$ cat config.mk
export PLATFORM = sky130hd
export DESIGN_NAME = fxu_rs
export DESIGN_NICKNAME = d
export VERILOG_FILES = /design/src/rtl/fxu_pkg.sv /design/src/rtl/rs_operand.sv /design/src/rtl/fxu_rs.sv
export SDC_FILE = /design/constraint.sdc
export NUM_CORES = 1
export LEC_CHECK = 0
export BUFFER_PORTS_ARGS = -buffer_cell sky130_fd_sc_hd__buf_2
export CORE_ASPECT_RATIO = 0.7
export CORE_UTILIZATION = 30
export DETAILED_ROUTE_END_ITERATION = 8
export GPL_ROUTABILITY_DRIVEN = 1
export PLACE_DENSITY = 0.47
export SLEW_MARGIN = 20
export SYNTH_ARGS = -nofsm -noshare
export SYNTH_HDL_FRONTEND = slang
export SYNTH_SLANG_ARGS = --single-unit
export TNS_END_PERCENT = 10
$ cat constraint.sdc
create_clock -name clk -period 8.6 [get_ports clk]
set_input_delay 1.72 -clock clk [delete_from_list [all_inputs] [get_ports clk]]
set_output_delay 1.72 -clock clk [all_outputs]
set_load 0.02 [all_outputs]
$ cat src/rtl/fxu_pkg.sv
// Shared FXU types: opcode constants, datapath widths, entry/operand structs.
// Latency: n/a (types and constants only).
// Backpressure: n/a.
package fxu_pkg;

  localparam int DATA_W = 16;
  localparam int ROB_W  = 4;
  localparam int IMM_W  = 8;
  localparam int OPC_W  = 4;

  localparam logic [OPC_W-1:0] OP_ADD  = 4'b0000;
  localparam logic [OPC_W-1:0] OP_SUB  = 4'b0001;
  localparam logic [OPC_W-1:0] OP_MOV  = 4'b0100;
  localparam logic [OPC_W-1:0] OP_MOVL = 4'b0101;
  localparam logic [OPC_W-1:0] OP_MOVH = 4'b0110;

  // When rdy=0, val[ROB_W-1:0] holds the producer ROB tag.
  typedef struct packed {
    logic              rdy;
    logic [DATA_W-1:0] val;
  } operand_t;

  // Per-entry control fields; operands live in rs_operand instances.
  typedef struct packed {
    logic             vld;
    logic [OPC_W-1:0] opcode;
    logic [ROB_W-1:0] rob;
    logic [IMM_W-1:0] imm;
  } entry_t;

endpackage

$ cat src/rtl/rs_operand.sv
// One operand slot: registers its incoming operand, capturing the CDB value when
// a pending tag matches. Latency: 1 cycle (wakeup visible after the edge).
// Backpressure: none; the parent selects hold/shift/dispatch input every cycle.
// Ports: op_in (next-cycle source operand), cdb_* (broadcast), op_o (registered operand).
module rs_operand
  import fxu_pkg::*;
(
  input  logic              clk,
  input  logic              rst_n,
  input  operand_t          op_in,
  input  logic              cdb_valid,
  input  logic [ROB_W-1:0]  cdb_rob,
  input  logic [DATA_W-1:0] cdb_value,
  output operand_t          op_o
);

  operand_t op_q;
  operand_t op_d;

  always_comb begin
    op_d = op_in;
    if (!op_in.rdy && cdb_valid && (op_in.val[ROB_W-1:0] == cdb_rob)) begin
      op_d.rdy = 1'b1;
      op_d.val = cdb_value;
    end
  end

  always_ff @(posedge clk or negedge rst_n) begin
    if (!rst_n) op_q <= '0;
    else        op_q <= op_d;
  end

  assign op_o = op_q;

endmodule

$ cat src/rtl/fxu_rs.sv
// FXU reservation station: collapsing queue of DEPTH entries, oldest-ready issue.
// Latency: dispatch or CDB wakeup at edge N makes an entry issuable from N+1.
// Backpressure: disp_ready=0 when full (no same-cycle issue credit); issue holds until iss_ready.
// Ports: clk/rst_n/flush, disp_* (dispatch in), cdb_* (wakeup bus), iss_* (issue out).
module fxu_rs
  import fxu_pkg::*;
#(
  parameter int DEPTH = 4
) (
  input  logic              clk,
  input  logic              rst_n,
  input  logic              flush,
  input  logic              disp_valid,
  output logic              disp_ready,
  input  logic [OPC_W-1:0]  disp_opcode,
  input  logic [ROB_W-1:0]  disp_rob,
  input  logic [IMM_W-1:0]  disp_imm,
  input  logic              disp_t_rdy,
  input  logic              disp_a_rdy,
  input  logic              disp_b_rdy,
  input  logic [DATA_W-1:0] disp_t_val,
  input  logic [DATA_W-1:0] disp_a_val,
  input  logic [DATA_W-1:0] disp_b_val,
  input  logic              cdb_valid,
  input  logic [ROB_W-1:0]  cdb_rob,
  input  logic [DATA_W-1:0] cdb_value,
  output logic              iss_valid,
  input  logic              iss_ready,
  output logic [OPC_W-1:0]  iss_opcode,
  output logic [ROB_W-1:0]  iss_rob,
  output logic [IMM_W-1:0]  iss_imm,
  output logic [DATA_W-1:0] iss_vt,
  output logic [DATA_W-1:0] iss_va,
  output logic [DATA_W-1:0] iss_vb
);

  localparam int CNT_W = $clog2(DEPTH + 1);

  entry_t   ent_q   [DEPTH];
  entry_t   ent_d   [DEPTH];
  operand_t opr_q   [DEPTH][3];
  operand_t opr_in  [DEPTH][3];
  // One zero slot past the end so "shift from i+1" is always in range.
  entry_t   ent_ext [DEPTH+1];
  operand_t opr_ext [DEPTH+1][3];

  logic [CNT_W-1:0] occ;
  logic [CNT_W-1:0] iss_sel;
  logic [CNT_W-1:0] wr_slot;
  logic             issue_fire;
  logic             disp_fire;

  // Occupancy and oldest-ready selection; scanning high-to-low lets the
  // lowest ready index win. Packet is zero whenever nothing is issuable.
  always_comb begin
    occ        = '0;
    iss_sel    = '0;
    iss_valid  = 1'b0;
    iss_opcode = '0;
    iss_rob    = '0;
    iss_imm    = '0;
    iss_vt     = '0;
    iss_va     = '0;
    iss_vb     = '0;
    for (int i = DEPTH - 1; i >= 0; i--) begin
      if (ent_q[i].vld) occ = occ + 1'b1;
      if (ent_q[i].vld && opr_q[i][0].rdy && opr_q[i][1].rdy && opr_q[i][2].rdy) begin
        iss_valid  = 1'b1;
        iss_sel    = CNT_W'(i);
        iss_opcode = ent_q[i].opcode;
        iss_rob    = ent_q[i].rob;
        iss_imm    = ent_q[i].imm;
        iss_vt     = opr_q[i][0].val;
        iss_va     = opr_q[i][1].val;
        iss_vb     = opr_q[i][2].val;
      end
    end
  end

  assign disp_ready = (occ < CNT_W'(DEPTH));
  assign issue_fire = iss_valid & iss_ready & ~flush;
  assign disp_fire  = disp_valid & disp_ready & ~flush;
  assign wr_slot    = occ - CNT_W'(issue_fire);

  always_comb begin
    for (int i = 0; i < DEPTH; i++) begin
      ent_ext[i] = ent_q[i];
      for (int k = 0; k < 3; k++) opr_ext[i][k] = opr_q[i][k];
    end
    ent_ext[DEPTH] = '0;
    for (int k = 0; k < 3; k++) opr_ext[DEPTH][k] = '0;
  end

  // Per slot: hold, or take the next-younger slot when at/above the issued
  // entry; the dispatch slot is overwritten. CDB wakeup of whatever lands in a
  // slot happens inside rs_operand, covering held, shifted and new operands.
  always_comb begin
    for (int i = 0; i < DEPTH; i++) begin
      if (issue_fire && (CNT_W'(i) >= iss_sel)) begin
        ent_d[i] = ent_ext[i+1];
        for (int k = 0; k < 3; k++) opr_in[i][k] = opr_ext[i+1][k];
      end else begin
        ent_d[i] = ent_ext[i];
        for (int k = 0; k < 3; k++) opr_in[i][k] = opr_ext[i][k];
      end
      if (disp_fire && (CNT_W'(i) == wr_slot)) begin
        ent_d[i].vld    = 1'b1;
        ent_d[i].opcode = disp_opcode;
        ent_d[i].rob    = disp_rob;
        ent_d[i].imm    = disp_imm;
        opr_in[i][0]    = '{rdy: disp_t_rdy, val: disp_t_val};
        opr_in[i][1]    = '{rdy: disp_a_rdy, val: disp_a_val};
        opr_in[i][2]    = '{rdy: disp_b_rdy, val: disp_b_val};
      end
      if (flush) ent_d[i].vld = 1'b0;
    end
  end

  always_ff @(posedge clk or negedge rst_n) begin
    if (!rst_n) begin
      for (int i = 0; i < DEPTH; i++) ent_q[i] <= '0;
    end else begin
      for (int i = 0; i < DEPTH; i++) ent_q[i] <= ent_d[i];
    end
  end

  for (genvar g = 0; g < DEPTH; g++) begin : g_ent
    for (genvar k = 0; k < 3; k++) begin : g_opr
      rs_operand u_opr (
        .clk       (clk),
        .rst_n     (rst_n),
        .op_in     (opr_in[g][k]),
        .cdb_valid (cdb_valid),
        .cdb_rob   (cdb_rob),
        .cdb_value (cdb_value),
        .op_o      (opr_q[g][k])
      );
    end
  end

endmodule

==> reports/summary.txt <==
Initial Utilization: 30.49%
Core Area: 0.05699 mm^2
total CTS buffers: 34
cell-internal power: 3547 uW
Mean Syn Cell Area: 9.987 um^2
post-route minimum period: 6023 ps
first-pass GRT wire length: 99190 um
fin nets: 1905
slowest stage delay, CP: 850 ps
Total Negative Setup Slacks: 0 ps
buffers added on ports: 158
final hold viol count: 0
Max-slew headroom: 32.39%
CTS H-tree lvls: 2
total number of yosys warnings: 0
starting DRC count in detailed routing: 1352
drt total wl: 67150 um
layout cells sized above 1: 22.54%
status: finished, final reports clean
Worst IR Drop VDD: 128.2 uV
CTS clock-pin slew for the worst setup and hold paths: 60 ps
WP buf/inv: 3
endpoint class of the critical path: output port
Die Y: 203.4 um
R2R setup slack: 3200 ps
Power Density: 277.0 mW/mm^2
Worst-Skew Late Latency: 550 ps
slowest CP cell: nor2_4
max cap viols: 0
FF-to-FF path depth: 14
DR pass1 iterations: 5
r2r startpoint: ent_ext[50]$_DFFE_PN0P_
worst min path class: reg2reg
final slew viol count: 0
hold_buf cts: 0
TritonCTS sink count: 272
Vias/cell: 5.681
clock network fraction of design power: 25.8%
Post-route DRC: 0
largest net degree at the start of global routing: 89
worst slew pin tran: 1012 ps
total grt overflow: 0
delay-heaviest family, CP: simple AND/OR/NAND/NOR gates
Crit path required time: 6880 ps
Reg power frac: 42.9%
initial antenna violation count: 6
Max Freq: 166.0 MHz
kind of critical path: reg2out
Overall Global Routing Usage: 22.53%
routability cong.: 0.9035
Final Cycle Share: 70.04%
crit path capture: iss_vt[11]
Clock Tree Buf Depth: 3
CTS tree: built
die area: 0.05890 mm^2
Syn Inst Count: 1740
Post-synth EDFFs: 0
hpwl dp: 41990 um
std cell rows: 73
vias in the first global route: 14533
postcts setup bufs: 0
Leakage Power: 0.009066 uW
crit-path cells: and4_4 > nor2_4 > buf_4 > buf_4 > a221oi_1 > o31ai_1 > buf_2
P_sw: 1943 uW
crit path DAT: 4300 ps
Switching Fraction: 35.39%
most used cell, CP: buf_4
Setup-failing EPs final: 0
Setup crit start kind: flop
Async S/R FF share, synth: 100.0%
syn nets: 1838
RSZ-0062 raised after global routing: false
#FFs+latches synth: 272
Comb power frac: 31.3%
Seq/Total Area, Yosys: 39.17%
Power Total: 5490 uW
Worst Setup SP: g_ent[2].g_opr[1].u_opr.op_o[16]$_DFF_PN0_
Max FO, Critical Path: 35
Top Ports: 159
post-CTS sizing: 0
Antenna Nets Post-Route: 0
root buf cell: clkbuf_16
die width: 289.7 um
Area Overhead vs Synth: 14.06%
WL/cell: 26.03 um
Worst path depth: 7
Yosys cell types: 60
mapped cell area: 0.01738 mm^2
vias after detailed routing: 14658
Clock Skew: 31.88 ps
top_reg_cell synth: dfrtp_1
R2R Path End: g_ent[1].g_opr[0].u_opr.op_o[10]$_DFFE_PN0P_
==> stage by stage <==
stage	hold slack, ps	cells	utilization, %	area [um^2]	worst slack (ps)
final	532.8	2580	34.77	19820	2577
after global routing	546.6	2580	34.77	19820	2478
after CTS	533.0	2575	34.62	19730	2385
after detailed placement	514.1	2518	32.74	18660	2181
after global placement	505.5	2518	32.74	18660	2236
after floorplan	488.5	1740	-	17380	3895
==> layer usage <==
| layer | part of all wire, % | wire length (um) | GRT usage, % | vias up |
|---|---|---|---|---|
| li1 | - | - | - | 6555 |
| met1 | 47 | 31880 | 33.40 | 7322 |
| met2 | 41 | 27600 | 31.71 | 685 |
| met3 | 9.4 | 6321 | 6.454 | 94 |
| met4 | 2.0 | 1310 | 5.348 | 2 |
| met5 | 0.043 | 29 | 0.4167 | - |
==> worst reg2reg max path: cells and delay by family, from the launching register on <==
| family | cells | cell delay (ps) |
|---|---|---|
| adder cells (fa/ha/maj) | 3 | 760 |
| buffers and inverters | 2 | 550 |
| AND/OR/NAND/NOR | 4 | 2030 |
| flip-flops | 1 | 440 |
| AO/OA/AOI/OAI | 1 | 240 |
| multiplexers | 1 | 600 |
| XOR/XNOR | 3 | 680 |
==> power groups by stage <==
stage	Combinational (uW)	Sequential, uW	Clock (uW)
2_1_floorplan	1340	2210	0
3_3_place_gp	1660	2350	0
3_5_place_dp	1700	2350	0
4_1_cts	1710	2340	1440
5_1_grt	1890	2430	1490
6_report	1720	2360	1410
==> kinds of logic (layout without fill, tap and decap cells) <==
family / Yosys count / after routing / synth area share, %
flip-flops: 272 / 272 / 39.17
multiplexers: 406 / 406 / 25.25
other: 0 / 2 / 0
AO/OA/AOI/OAI: 445 / 445 / 17.76
buffers and inverters: 172 / 260 / 4.616
adder cells (fa/ha/maj): 5 / 5 / 0.3600
XOR/XNOR: 36 / 36 / 1.923
AND/OR/NAND/NOR: 404 / 404 / 10.92
==> flip-flops by register name (all words and copies together) (netlist names) <==
| name | flops |
|---|---|
| g_ent.g_opr.u_opr.op_o | 204 |
| ent_ext | 68 |
==> final cells by class <==
class / count / area (um^2)
Inverter: 12 / 52.55
Multi-Input combinational cell: 1296 / 9831
Antenna cell: 2 / 5.005
Sequential cell: 272 / 6807
Fill cell: 5814 / 37180
Clock buffer: 46 / 965.9
Tap cell: 750 / 938.4
Timing Repair Buffer: 191 / 1114
Clock inverter: 11 / 106.4
==> synth_stat cells, types with 3 or more instances <==
cell	n	share of area, %
o211a_1	8	0.46
o211ai_1	18	0.78
and3_1	3	0.11
a221o_1	7	0.40
a221oi_1	60	3.0
ha_1	5	0.36
buf_2	20	0.58
nand4_2	7	0.50
xor2_1	5	0.25
nor3_1	19	0.55
nor4_4	4	0.49
nand2_1	230	5.0
nand2b_1	4	0.14
o31ai_1	61	2.6
buf_4	6	0.26
buf_6	13	0.84
nor3_2	6	0.35
mux2_1	62	4.0
nand3_1	32	0.92
nand4_1	5	0.18
a22o_1	52	2.6
a211o_1	3	0.15
clkbuf_1	106	2.3
mux2_2	99	6.4
mux2i_1	222	13
nand4_4	3	0.37
a211oi_1	10	0.43
inv_1	8	0.17
a22oi_2	3	0.22
xnor2_1	30	1.5
a22oi_1	5	0.22
nor2_1	75	1.6
and4_1	4	0.20
a21oi_1	15	0.43
nor2b_1	3	0.11
mux2_4	22	1.9
o21ai_0	194	5.6
buf_1	14	0.30
dfrtp_1	272	39
==> worst min path at each step <==
stage	slack, ps	depth (start not counted)	from	end
after floorplan	490	1	ent_ext[17]$_DFFE_PN0P_	ent_ext[17]$_DFFE_PN0P_
after global placement	510	1	ent_ext[20]$_DFFE_PN0P_	ent_ext[20]$_DFFE_PN0P_
after detailed placement	510	1	ent_ext[18]$_DFFE_PN0P_	ent_ext[18]$_DFFE_PN0P_
after CTS	530	1	ent_ext[30]$_DFFE_PN0P_	ent_ext[30]$_DFFE_PN0P_
after global routing	550	1	ent_ext[22]$_DFFE_PN0P_	ent_ext[22]$_DFFE_PN0P_
final	530	1	ent_ext[19]$_DFFE_PN0P_	ent_ext[19]$_DFFE_PN0P_
==> cells in the final DEF, fill, tap and decap left out, drive strengths merged, types with 2 or more instances in the layout <==
| master | Yosys | routed |
|---|---|---|
| mux2i | 223 | 223 |
| xor2 | 6 | 6 |
| a22oi | 10 | 10 |
| a221oi | 60 | 60 |
| o31ai | 61 | 61 |
| buf | 53 | 191 |
| nor2 | 77 | 77 |
| a21oi | 16 | 16 |
| a211o | 3 | 3 |
| xnor2 | 30 | 30 |
| a221o | 7 | 7 |
| nand4 | 15 | 15 |
| nand2 | 233 | 233 |
| nand3 | 33 | 33 |
| a22o | 52 | 52 |
| nor2b | 3 | 3 |
| nand2b | 4 | 4 |
| nor3 | 25 | 25 |
| inv | 9 | 10 |
| diode | 0 | 2 |
| nor4 | 4 | 4 |
| clkbuf | 107 | 46 |
| o211a | 8 | 8 |
| and3 | 3 | 3 |
| o211ai | 18 | 18 |
| ha | 5 | 5 |
| a211oi | 10 | 10 |
| dfrtp | 272 | 272 |
| and4 | 4 | 4 |
| mux2 | 183 | 183 |
| o21ai | 195 | 195 |
| clkinv | 3 | 13 |
Note: power is estimated with default switching activity, not from simulation.
